$ cat src/rtl/mat_acc_pkg.sv
// Shared parameters, FSM state type and cell-index helper for the MAC result unit.
// Contents: DATA_W, ACC_W, N, ACC_MAX, derived widths, state_t {ACC, DRAIN, DONE},
//           cell_idx(r, c) returning the row-major index 3*r + c.
package mat_acc_pkg;

    localparam int unsigned DATA_W  = 4;
    localparam int unsigned ACC_W   = 10;
    localparam int unsigned N       = 3;
    localparam int unsigned ACC_MAX = 1023;
    localparam int unsigned NCELL   = N * N;
    localparam int unsigned PROD_W  = 2 * DATA_W;
    localparam int unsigned IDX_W   = 4;
    localparam int unsigned DIM_W   = 2;

    typedef enum logic [1:0] {
        ACC   = 2'd0,
        DRAIN = 2'd1,
        DONE  = 2'd2
    } state_t;

    // Row-major cell index for an (r, c) cursor.
    function automatic logic [IDX_W-1:0] cell_idx(input logic [DIM_W-1:0] r,
                                                  input logic [DIM_W-1:0] c);
        return IDX_W'(r) * IDX_W'(N) + IDX_W'(c);
    endfunction

endpackage

$ cat src/rtl/mac_cell.sv
// One multiply-accumulate cell: acc += w*x when ld, clears when clr (ld wins).
// Ports: clk, rst (sync, active-high), i_w/i_x operands, i_ld, i_clr, o_acc_out.
// Build option: MAC_SAT_EN saturates the accumulator at ACC_MAX instead of wrapping.
module mac_cell
    import mat_acc_pkg::*;
(
    input  logic              clk,
    input  logic              rst,
    input  logic [DATA_W-1:0] i_w,
    input  logic [DATA_W-1:0] i_x,
    input  logic              i_ld,
    input  logic              i_clr,
    output logic [ACC_W-1:0]  o_acc_out
);

    logic [ACC_W-1:0]  r_acc;
    logic [PROD_W-1:0] w_prod;
    logic [ACC_W-1:0]  w_next;

    assign w_prod = i_w * i_x;

`ifdef MAC_SAT_EN
    localparam int unsigned SUM_W = ACC_W + 1;
    logic [SUM_W-1:0] w_sum;
    // One extra bit catches the overflow; a saturated value stays pinned.
    assign w_sum  = SUM_W'(r_acc) + SUM_W'(w_prod);
    assign w_next = (w_sum > SUM_W'(ACC_MAX)) ? ACC_W'(ACC_MAX) : w_sum[ACC_W-1:0];
`else
    assign w_next = r_acc + ACC_W'(w_prod);
`endif

    always_ff @(posedge clk) begin
        if (rst) begin
            r_acc <= '0;
        end else if (i_ld) begin
            r_acc <= w_next;
        end else if (i_clr) begin
            r_acc <= '0;
        end
    end

    assign o_acc_out = r_acc;

endmodule

$ cat src/rtl/mac_result_unit.sv
// 3x3 MAC array with snapshot-and-drain result streaming over a valid/ready port.
// Inputs : clk, rst (sync, active-high), data_outw1..3 (row operands),
//          data_outx1..3 (column operands), ld_mac/clear_mac (per cell, i = 3*r + c),
//          unload_res (rising edge starts a drain), row_w/col_x (drain dims), res_ready.
// Outputs: res_data/res_idx/res_valid (result stream), busy (draining), done (pulse).
// Build option: MAC_SAT_EN selects saturating accumulators (see mac_cell).
module mac_result_unit
    import mat_acc_pkg::*;
(
    input  logic              clk,
    input  logic              rst,
    input  logic [DATA_W-1:0] data_outw1,
    input  logic [DATA_W-1:0] data_outw2,
    input  logic [DATA_W-1:0] data_outw3,
    input  logic [DATA_W-1:0] data_outx1,
    input  logic [DATA_W-1:0] data_outx2,
    input  logic [DATA_W-1:0] data_outx3,
    input  logic [NCELL-1:0]  ld_mac,
    input  logic [NCELL-1:0]  clear_mac,
    input  logic              unload_res,
    input  logic [DIM_W-1:0]  row_w,
    input  logic [DIM_W-1:0]  col_x,
    output logic [ACC_W-1:0]  res_data,
    output logic [IDX_W-1:0]  res_idx,
    output logic              res_valid,
    input  logic              res_ready,
    output logic              busy,
    output logic              done
);

    logic [DATA_W-1:0] w_w [N];
    logic [DATA_W-1:0] w_x [N];
    logic [ACC_W-1:0]  w_acc [NCELL];
    logic [ACC_W-1:0]  r_res [NCELL];

    state_t           r_state;
    logic             r_unload_q;
    logic [DIM_W-1:0] r_row_w;
    logic [DIM_W-1:0] r_col_x;
    logic [DIM_W-1:0] r_row;
    logic [DIM_W-1:0] r_col;

    logic             w_rise;
    logic             w_accept;
    logic             w_last_col;
    logic             w_last;
    logic [DIM_W-1:0] w_nxt_row;
    logic [DIM_W-1:0] w_nxt_col;
    logic [IDX_W-1:0] w_nxt_idx;

    assign w_w[0] = data_outw1;
    assign w_w[1] = data_outw2;
    assign w_w[2] = data_outw3;
    assign w_x[0] = data_outx1;
    assign w_x[1] = data_outx2;
    assign w_x[2] = data_outx3;

    // Cell (r, c) multiplies row operand r by column operand c.
    for (genvar gr = 0; gr < N; gr++) begin : g_row
        for (genvar gc = 0; gc < N; gc++) begin : g_col
            mac_cell u_cell (
                .clk       (clk),
                .rst       (rst),
                .i_w       (w_w[gr]),
                .i_x       (w_x[gc]),
                .i_ld      (ld_mac[gr*N+gc]),
                .i_clr     (clear_mac[gr*N+gc]),
                .o_acc_out (w_acc[gr*N+gc])
            );
        end
    end

    // Drain cursor: row-major walk bounded by the latched dimensions.
    assign w_rise     = unload_res & ~r_unload_q;
    assign w_accept   = res_valid & res_ready;
    assign w_last_col = (r_col == r_col_x - 2'd1);
    assign w_last     = w_last_col && (r_row == r_row_w - 2'd1);
    assign w_nxt_col  = w_last_col ? 2'd0 : r_col + 2'd1;
    assign w_nxt_row  = w_last_col ? r_row + 2'd1 : r_row;
    assign w_nxt_idx  = cell_idx(w_nxt_row, w_nxt_col);

    // Control FSM with registered stream outputs.
    always_ff @(posedge clk) begin
        if (rst) begin
            r_state    <= ACC;
            r_unload_q <= 1'b0;
            r_row_w    <= '0;
            r_col_x    <= '0;
            r_row      <= '0;
            r_col      <= '0;
            r_res      <= '{default: '0};
            res_data   <= '0;
            res_idx    <= '0;
            res_valid  <= 1'b0;
            busy       <= 1'b0;
            done       <= 1'b0;
        end else begin
            r_unload_q <= unload_res;
            case (r_state)
                ACC: begin
                    if (w_rise) begin
                        r_res   <= w_acc;
                        r_row_w <= row_w;
                        r_col_x <= col_x;
                        r_row   <= '0;
                        r_col   <= '0;
                        if (row_w == 2'd0 || col_x == 2'd0) begin
                            r_state <= DONE;
                            done    <= 1'b1;
                        end else begin
                            // First element comes straight from the live accumulator,
                            // which is the value being snapshotted on this edge.
                            r_state   <= DRAIN;
                            busy      <= 1'b1;
                            res_valid <= 1'b1;
                            res_data  <= w_acc[0];
                            res_idx   <= '0;
                        end
                    end
                end
                DRAIN: begin
                    if (w_accept) begin
                        if (w_last) begin
                            r_state   <= DONE;
                            busy      <= 1'b0;
                            res_valid <= 1'b0;
                            done      <= 1'b1;
                        end else begin
                            r_row    <= w_nxt_row;
                            r_col    <= w_nxt_col;
                            res_idx  <= w_nxt_idx;
                            res_data <= r_res[w_nxt_idx];
                        end
                    end
                end
                DONE: begin
                    done    <= 1'b0;
                    r_state <= ACC;
                end
                default: begin
                    r_state <= ACC;
                end
            endcase
        end
    end

endmodule

$ cat config.mk
export PLATFORM = sky130hd
export DESIGN_NAME = mac_result_unit
export DESIGN_NICKNAME = d
export VERILOG_FILES = /design/src/rtl/mat_acc_pkg.sv /design/src/rtl/mac_cell.sv /design/src/rtl/mac_result_unit.sv
export SDC_FILE = /design/constraint.sdc
export NUM_CORES = 1
export LEC_CHECK = 0
export CAP_MARGIN = 20
export CORE_MARGIN = 1
export CORE_UTILIZATION = 65
export DETAILED_ROUTE_END_ITERATION = 12
export PLACE_DENSITY = 0.93
export SLEW_MARGIN = 0
export SYNTH_ARGS = -nofsm -noshare
export SYNTH_HDL_FRONTEND = slang
export SYNTH_SLANG_ARGS = --single-unit
export TNS_END_PERCENT = 5
$ cat constraint.sdc
create_clock -name clk -period 11.2 [get_ports clk]
set_input_delay 1.68 -clock clk [delete_from_list [all_inputs] [get_ports clk]]
set_output_delay 1.68 -clock clk [all_outputs]
set_load 0.005 [all_outputs]
==> results of run 1 <==
final cells by class:
class | count | area [um^2]
timing repair buffer | 73 | 722
multi-input combinational | 1407 | 10300
clock inverter | 9 | 98.8
fill | 1717 | 6450
clock buffer | 34 | 699
sequential | 207 | 4140
tap | 319 | 399
inverter | 193 | 724
kinds of logic after synthesis:
group	share of synthesized area
and+or+nand+nor	0.205
AOI/OAI and AO/OA	0.165
buffers and inverters	0.0761
adders and majority gates	0.240
DFF	0.265
muxes	0.0310
xor gates and xnor gates	0.0178
through the flow:
stage,util,cells
floorplan,-,1923
global placement,0.692,2198
detailed placement,0.692,2198
CTS,0.726,2241
global route,0.726,2242
finish,0.726,2242
routing by layer:
layer,up-vias,share of wire,track usage
li1,6457,-,-
met4,0,0.045,0.157
met5,-,0,0
met1,6536,0.40,0.387
met3,134,0.071,0.0570
met2,575,0.49,0.557
layout by cell type (no fill, tap or decap), types with 5 or more instances in the layout:
master and count:
a31oi_1 19, nor3_1 59, a211oi_2 6, nor2_1 104, o21bai_1 10, clkdlybuf4s50_1 65, o22ai_1 21, buf_4 6
a21oi_1 186, o211ai_1 33, and2_1 110, a21o_1 9, nor4b_1 17, a221oi_1 11, xor2_1 27, fa_1 83
dfxtp_1 207, a211o_1 8, o32a_1 18, nor2b_1 10, nand2_1 295, ha_1 167, nor3b_1 29, clkbuf_1 5
nand2b_1 23, a211oi_1 25, o21ai_0 56, clkbuf_16 25, inv_1 193, mux2_2 40, nand3_1 8, clkinv_2 6
worst max path at each step:
stage,cells after the start,start,slack (ns),to
finish,12,data_outx2[3],5.83,g_row[0].g_col[1].u_cell.o_acc_out[9]
global route,12,data_outx2[3],5.55,g_row[0].g_col[1].u_cell.o_acc_out[8]
CTS,12,data_outx2[3],5.90,g_row[0].g_col[1].u_cell.o_acc_out[9]
detailed placement,12,data_outx2[3],5.36,g_row[0].g_col[1].u_cell.o_acc_out[9]
global placement,12,data_outx2[3],5.49,g_row[0].g_col[1].u_cell.o_acc_out[9]
floorplan,12,data_outw1[0],6.28,g_row[0].g_col[0].u_cell.o_acc_out[7]
sequential cells by signal, summed over array words and instances, names as in the netlist:
register	flops
res_data	10
r_state	2
r_res	90
r_unload_q	1
res_idx	4
g_row.g_col.u_cell.o_acc_out	90
busy	1
r_col_x	2
r_col	2
done	1
r_row_w	2
r_row	2
worst max-delay path, cell delays in order:
cell	delay, ns
clkdlybuf4s50_1	0.85
nand2_1	0.16
fa_1	0.54
fa_1	0.51
fa_1	0.55
inv_1	0.04
ha_1	0.35
a211oi_1	0.37
o21bai_1	0.12
a21oi_1	0.27
o2111ai_1	0.15
a31oi_1	0.22
power by group through the flow:
stage,Sequential [uW],Combinational (uW),Clock [uW]
floorplan,870,830,0
global placement,884,1030,0
detailed placement,888,1080,0
CTS,874,1090,805
global route,883,1240,836
finish,876,1120,803
==> run summary, run 1 <==
The most common flop cell mapped by yosys is dfxtp_1. The floorplan step defined a die boundary enclosing between 20000 and 25000 um^2. The worst hold path was traced through 2 stages. The minimum setup slack after placement came out at between 5 and 6 ns. The shortest period the worst path allows is 5.37 ns. The initial cell density of the core came out at 0.664. The critical path is of the input pin to flop type. After routing the design area is ~17000 um^2.

The worst hold path begins at r_res[46]. Input and output buffers added on the ports amount to 66. In the post-synthesis netlist, the biggest area contributors are dfxtp_1, ha_1, fa_1. The number of synthesized register bits came out at slightly above 200. The clock skew came out at between 0.009 and 0.01 ns.

The count of unresolved DRC violations after routing came out at 0. The arrival time of the worst setup path came out at between 5 and 6 ns. The root buffer cell chosen for the clock tree is clkbuf_16. For hold timing, the worst endpoint is r_res[46].

For the pin with the worst max-slew slack, the measured transition is roughly 1.1 ns. The total power after layout came out at approximately 2800 uW. The top cell type by total area after synthesis is dfxtp_1.

Global routing finished with a remaining overflow of 0. The class of the tightest hold or removal check is flop to flop. STA classifies the critical path startpoint as an input pin. The layout net count is between 2000 and 2500. The tightest slew margin relative to the limit came out at 0.280. The share of synthesized area in the top cell type comes to 0.265. The maximum number of pins on one net before global-route repair is 95. The share of the clock period used by the worst path came out at 0.480. The synthesized netlist net count is 2223. Counting every sink on the clock net gives around 210. The analysis attributes to net switching a power of ~1100 uW. The total of endpoints with negative setup slack in the final report is 0. The worst hold slack after final layout came out at 0.453 ns.

The proportion of power drawn by the clock network is 0.287. TritonCTS built the clock tree. The internal power is 1740 uW. The site row count came out at 56. The area after detailed placement came out at around 16000 um^2.

The setup slack on the worst flop-to-flop path is 6.38 ns. For this design the top-level I/O count stands at 67. The final worst setup slack is 5.83 ns.

The tool flagged a number of max-cap violations equal to 0. The final estimated routing congestion in global placement is between 0.9 and 1. The startpoint identified for the worst register-to-register timing path is r_col[1]. The total leakage power came out at around 0.0073 uW. For this block, the initial DRC count from the detailed router was between 1000 and 1500. The peak ir drop on the vdd network came out at between 0.1 and 0.15 mV. The wire length per cell after detailed routing is 17.6 um. Setup repair after global routing left no endpoint under its margin. The global routing usage summed across all routing layers is 0.322.

The maximum fanout encountered on the critical timing path came out at 12. The routed via count is between 10000 and 15000. The switching fraction of total power is 0.377. The run finished with clean final reports. The area of the core is 23500 um^2.

For this block, the routed nets add up to between 30 and 40 mm of wire. The post-CTS clock slew at the launch and capture registers of the worst setup and hold paths is 0.06 ns. The final-report max-slew violation count is 0. The vertical extent of the die is ~160 um. The share of the yosys chip area belonging to registers is 0.265. The share of total power in combinational logic came out at 0.400. The endpoint identified for the worst register-to-register timing path is res_data[0].

STA classifies the critical path endpoint as a flop. The clock tree buffer depth came out at 3. For the worst-skew pair, the clock arrives at the later sink with an insertion delay of 0.53 ns. The share of total power in sequential cells came out at 0.313. At the worst endpoint, the required time is between 10 and 15 ns. The via density per instance came out at 6.11. The number of clock buffers inserted by TritonCTS came out at 24.

The number of flops mapped to enable cells by yosys came out at 0. The CTS H-tree depth is 1. The instance count of the mapped netlist came out at between 1500 and 2000. The length in cells of the worst reg-to-reg path is 12. The number of global-route vias before repair was 13551. The first detailed-routing pass ran for 7 iterations.

In this run the post-CTS setup repair buffer count came out at 0. The mapped netlist covers approximately 16000 um^2. The wire length of the first global-routing pass is ~64 mm. The floorplan step set the die width to 157 um. The commonest cells after synthesis are nand2_1, dfxtp_1, inv_1. The post-cts hold buffer count is 0. The count of final hold-check violations came out at 0.

The final antenna-violating net count came out at 0. The highest clock frequency the design can meet is between 150 and 200 MHz. The library cell with the highest instance count after synthesis is nand2_1. The synthesized netlist contains 53 unique library cells. In the final layout, the share of cells above drive strength 1 is 0.0520. The number of antenna diodes in the final layout is 0.

The synthesis warning total is 0. The post-synthesis async set-or-reset flop share is 0. In this run the mean area of a mapped cell was about 8.1 um^2. In the final timing run, aggregate negative setup slack is 0 ns. The initial antenna violation count is 0. The power per cell area came out at about 160 nW/um^2. The number of gates resized after CTS is 0. The area added between synthesis and finish came out at 9.35%. The wire-length estimate of the detail-placed layout is about 28 mm.
No activity file was read; power rests on OpenSTA's default activity.
==> run 2, diff against run 1 <==
CORE_UTILIZATION = 62   (was 65)
PLACE_DENSITY = 0.89   (was 0.93)
clock period = 5.1 ns   (was 11.2 ns; I/O delays follow)
==> run summary, run 2 (synthesized netlist as in run 1, its figures left out) <==
The worst setup path is captured at a flop. The clock skew is around 0.0076 ns. The total of endpoints with negative setup slack in the final report is 0. The arrival time of the worst setup path came out at 4.92 ns. The maximum fanout encountered on the critical timing path is 12.

At the later pin of the worst-skew pair, clock insertion delay measures between 0.5 and 0.6 ns. The total number of clock tree sinks came out at 207. The worst hold slack after final layout is around 0.45 ns.

Summed over all layers, the global routing overflow is 0. The area added between synthesis and finish is 10.2%. The worst register-to-register path has a setup slack of 0.73 ns. The length in cells of the worst reg-to-reg path is 13. In the global route stage, overall resource usage came out at 0.310. The die boundary width came out at roughly 160 um.

The placed instance count came out at 2215. In the routed layout, each cell is associated on average with a via count of 6.08. The DRC violation total after the first TritonRoute iteration came out at between 1000 and 1500. The highest clock frequency the design can meet is 223 MHz.

The power per cell area is approximately 360 nW/um^2. The startpoint kind of the worst setup timing path is an input pin. Measured against its own limit, the worst slew margin works out to 0.322. The kind of critical path is input pin to flop.

The HPWL reported at the end of detailed placement came out at 28.9 mm. Dividing the detail-routed wire length by the instance count gives about 18 um. The initial cell density of the core came out at 0.637. The class of the tightest hold or removal check is flop to flop.

Summed over all cells, the static leakage comes to approximately 0.0074 uW. For this design, the CTS-stage hold fixing added 0 buffers. The vertical extent of the die came out at 161 um. The layout net count came out at between 2000 and 2500. The clock tree from TritonCTS is done.

The number of buffer cells added on primary ports is 66. The number of global-route vias before repair was between 10000 and 15000. Of the total power, combinational logic draws 0.396. The post-CTS setup repair buffer count came out at 0. The wire length of the first global-routing pass is roughly 66 mm.

The endpoint identified for the worst register-to-register timing path is res_data[9]. The count of final hold-check violations came out at 0. The site row count came out at 57.

The final route contains around 14000 vias. The root buffer cell chosen for the clock tree is clkbuf_16. The number of optimization iterations in the first detailed-route pass came out at 6. The area of the core is 24500 um^2. The clock tree buffer depth is 3.

The die footprint came out at approximately 26000 um^2. The max-cap check violation count is 0. The initial antenna violation count came out at 0. The number of inserted diodes came out at 0.

Of the total power, the share spent switching nets is 0.368. The number of fillers in the final layout is approximately 1900. The run finished with clean final reports. For this design the total switching power over the nets is 2280 uW. The final estimated routing congestion in global placement came out at ~0.93. The start point of the worst hold path is g_row[2].g_col[2].u_cell.o_acc_out[5].

The pin slew with the least headroom to its limit came out at about 1.0 ns. Of the total power, registers draw 0.310. The worst path required time is 5.53 ns. The most common cell after layout, fill and taps aside is nand2_1. Dividing the final minimum period by the clock period gives 0.880. The overall routed net length is slightly below 40 mm. The proportion of power drawn by the clock network is 0.293.

After clock tree synthesis, the repair step resized 0 gates. The worst register-to-register path begins at r_col[1]. The accumulated negative setup slack came out at 0 ns. The non-filler instance count after layout is 2256. In the layout the commonest cells are nand2_1, dfxtp_1, inv_1, a21oi_1, ha_1. The count of nets left with antenna violations once routing finished came out at 0. The fraction of layout instances using a drive strength above 1 is 0.0575. The post-CTS clock slew at the launch and capture registers of the worst setup and hold paths is roughly 0.060 ns. The internal power is 3910 uW. The peak ir drop on the vdd network is ~0.3 mV.

The final-report max-slew violation count is 0. The shortest period the worst path allows is 4.49 ns. The end of the critical path is g_row[0].g_col[1].u_cell.o_acc_out[9]. For this run, design rule violations remaining after detail routing come to 0. Setup repair after global routing left no endpoint under its margin. The number of clock buffers inserted by TritonCTS is 23.

The number of I/O pins came out at 67. The CTS H-tree depth is 1. Tracing the worst setup path back leads to its startpoint at data_outx2[1]. The maximum number of pins on one net before global-route repair is 128.
run 2: per-layer routing:
layer | vias up | share of wire | wire length, um | GRT usage
li1 | 6461 | - | - | -
met1 | 6608 | 0.41 | 16200 | 0.396
met2 | 532 | 0.48 | 19200 | 0.532
met3 | 113 | 0.069 | 2730 | 0.0354
met4 | 0 | 0.038 | 1530 | 0.130
met5 | - | 0 | 0 | 0
run 2: worst min path at each step:
| stage | to | slack (ns) | cells past startpoint |
|---|---|---|---|
| CTS | r_res[33] | 0.45 | 2 |
| global route | r_res[44] | 0.47 | 2 |
| finish | r_res[5] | 0.45 | 2 |
| detailed placement | r_res[44] | 0.44 | 2 |
| global placement | r_res[55] | 0.44 | 2 |
| floorplan | r_res[13] | 0.43 | 2 |
run 2: through the flow:
step,worst slack [ns],total power [uW],util,cell area (um^2)
final,0.612,6190,0.702,17200
after global routing,0.501,6570,0.702,17200
after global placement,0.351,4240,0.668,16400
after detailed placement,0.161,4350,0.668,16400
after floorplan,0.997,3730,-,15600
after CTS,0.700,6180,0.702,17200
run 2: final cells by class:
| class | instances | area (um^2) | share of cell area |
|---|---|---|---|
| clock buffer | 33 | 683 | 0.0397 |
| clock inverter | 8 | 146 | 0.00850 |
| inverter | 193 | 724 | 0.0420 |
| multi-input combinational | 1407 | 10300 | 0.598 |
| sequential | 207 | 4140 | 0.241 |
| tap | 324 | 405 | 0.0235 |
| timing repair buffer | 84 | 817 | 0.0474 |
run 2: power by group through the flow:
stage,clock (uW),sequential [uW],combinational [uW]
after floorplan,0,1910,1820
after global placement,0,1940,2290
after detailed placement,0,1950,2400
after CTS,1830,1920,2430
after global routing,1900,1940,2730
final,1820,1920,2460
run 2: critical path, stage by stage:
cell and delay [ns]:
clkdlybuf4s50_1 0.81, nand2_1 0.14, fa_1 0.54, fa_1 0.53
fa_1 0.54, inv_1 0.04, ha_1 0.35, a211oi_1 0.39
o21bai_1 0.14, a21oi_1 0.27, o2111ai_1 0.14, a31oi_1 0.24
==> run 3, diff against run 2 <==
CORE_ASPECT_RATIO = 0.8   (was not set)
==> run summary, run 3 (synthesized netlist as in run 1, its figures left out) <==
The run finished, with violations left. The final reports fail on design-rule violations. In the layout the commonest cells are nand2_1, dfxtp_1, inv_1, a21oi_1, ha_1. After layout, the worst setup slack is 0.597 ns. The area of the core is 24600 um^2. The largest incremental delay on the critical path came out at ~0.79 ns. At the pin with the least slew margin, the transition time is 1.03 ns. The total leakage power came out at ~0.0073 uW. The peak ir drop on the vdd network is between 0.2 and 0.25 mV.

The overall routed net length came out at just under 40 mm. The area taken by multi-input logic gates is just over 10000 um^2. Clock latency on the worst-skew pair, taken at its later pin, is a little over 0.5 ns. The clock skew came out at roughly 0.01 ns. The HPWL reported at the end of detailed placement came out at about 29 mm.

The post-CTS clock slew at the launch and capture registers of the worst setup and hold paths came out at about 0.060 ns. The number of clock buffers inserted by TritonCTS came out at 22. The non-filler instance count after layout came out at ~2200. Setup repair after global routing left no endpoint under its margin. STA classifies the critical path startpoint as an input pin. The wire length per cell after detailed routing came out at approximately 18 um. The shortest period the worst path allows came out at roughly 4.5 ns. The number of optimization iterations in the first detailed-route pass is 10.

The post-cts hold buffer count came out at 0. After the first detailed-routing iteration, the DRC count stood at around 1300. The die boundary width is 180 um. In the finished design, the share of the clock period the worst path needs comes to 0.883. The family of cells with the greatest summed delay on the critical path is adder cells. The number of gates resized after CTS is 0. The initial antenna violation count came out at 0.

The count of final hold-check violations is 0. The maximum number of pins on one net before global-route repair came out at 89. The final-report max-slew violation count came to 0. The worst path required time is around 5.5 ns.

The summed area of non-filler cells in the final layout came out at 17100 um^2. Summing all flip-flop and latch instances after layout gives between 4000 and 5000 um^2. The global routing usage summed across all routing layers came out at 0.305. The number of I/O pins is 67.

In this run the power density over the cells is around 350 nW/um^2. In the final layout, the share of cells above drive strength 1 is 0.0535. The critical path contains buffers and inverters numbering 2 combined. The max-cap check violation count came out at 0. The remaining global-route overflow is 0. The count of unresolved DRC violations after routing is 2. The worst hold slack after final layout is between 0.4 and 0.5 ns. In this run the tightest slew margin relative to its limit is 0.312. The final estimated routing congestion in global placement came out at about 1.0. The root buffer cell is clkbuf_16. The number of fillers in the final layout is 1890.

The maximum fanout encountered on the critical timing path came out at 12. The number of inserted diodes came out at 0. The die covers 25900 um^2. The number of global-route vias before repair was roughly 13000.

The vertical extent of the die is about 140 um. The total of endpoints with negative setup slack in the final report came out at 0. The wire length of the first global-routing pass came out at ~64 mm. The signal on the critical path passes through clkdlybuf4s50_1 > nand2_1 > fa_1 > fa_1 > fa_1 > inv_1 > ha_1 > a211oi_1 > o21bai_1 > a21oi_1 > o2111ai_1 > a31oi_1. The accumulated negative setup slack is 0 ns.

The number of buffer cells added on primary ports came out at 66. The area growth from synthesis to layout is 9.30%. Data arrives at the worst endpoint at roughly 4.9 ns. The routed layout has approximately 14000 vias.

The via density per instance is slightly above 6. The initial utilization of the core area, before any placement, comes to 0.636. The CTS H-tree depth came out at 1.

The total number of clock tree sinks came out at around 210. By startpoint and endpoint, the worst setup path is classified as input pin to flop. The placed instance count came out at around 2200. The highest clock frequency the design can meet came out at approximately 220 MHz. Prior to clock tree synthesis, the placed netlist has a worst setup slack of 0.141 ns. Once the clock tree was built, the setup fixing pass inserted 0 buffers. In this run the remaining antenna-violating nets after routing total 0. The area after detailed placement came out at between 15000 and 20000 um^2. The library cell used most frequently in the layout, excluding fill and tap cells, is nand2_1. The cell that appears most often on the critical path is fa_1. The class of the tightest hold or removal check is flop to flop. TritonCTS built the clock tree. The clock tree buffer depth came out at 3. The endpoint kind of the worst setup timing path is a flop. The layout net count came out at about 2200. The site row count came out at 51. Among all stages on the critical path, the largest delay is contributed by clkdlybuf4s50_1.
==> run 3: cell types whose count changed in the layout (fill, tap and decap cells not counted), sizes merged <==
| cell | delta |
|---|---|
| buf | -2 |
| bufinv | -3 |
| clkbuf | -2 |
| clkinv | +2 |
| clkinvlp | -1 |
| inv | -1 |
==> run 3: power breakdown <==
| group | total, uW | switching, uW | internal (uW) |
|---|---|---|---|
| combinational | 2460 | 1470 | 993 |
| sequential | 1930 | 132 | 1790 |
| clock | 1590 | 659 | 926 |
==> run 3: worst min-delay path, delay by kind of cell (launching register included) <==
kind / cells / cell delay, ns
flops: 1 / 0.31
compound gates: 1 / 0.05
simple gates: 1 / 0.05
==> run 3: cell type report <==
type,instances,share of cell area
Timing Repair Buffer,82,0.0477
Inverter,193,0.0424
Clock buffer,31,0.0378
Tap cell,318,0.0233
Multi-Input combinational cell,1407,0.603
Sequential cell,207,0.242
Clock inverter,5,0.00315
==> run 3: final timing paths <==
kind	from	to	slack (ns)	cells after the start
hold reg to reg	r_res[19]	r_res[19]	0.45	2
hold / removal	r_res[19]	r_res[19]	0.45	2
setup reg to reg	r_col[1]	res_data[7]	0.78	13
setup / recovery	data_outx2[3]	g_row[0].g_col[1].u_cell.o_acc_out[9]	0.60	12
==> run 3: layer usage <==
metal  share of wire  global-route usage  vias up
met2            0.46               0.517      530
met5               0                   0        -
met3           0.080              0.0418       78
met4           0.028              0.0939        0
li1                -                   -     6456
met1            0.43               0.408     6542
==> run 3: through the flow <==
step                 util  total power, uW
floorplan               -             3730
global placement    0.667             4240
detailed placement  0.667             4350
CTS                 0.695             5940
global route        0.696             6330
finish              0.696             5970
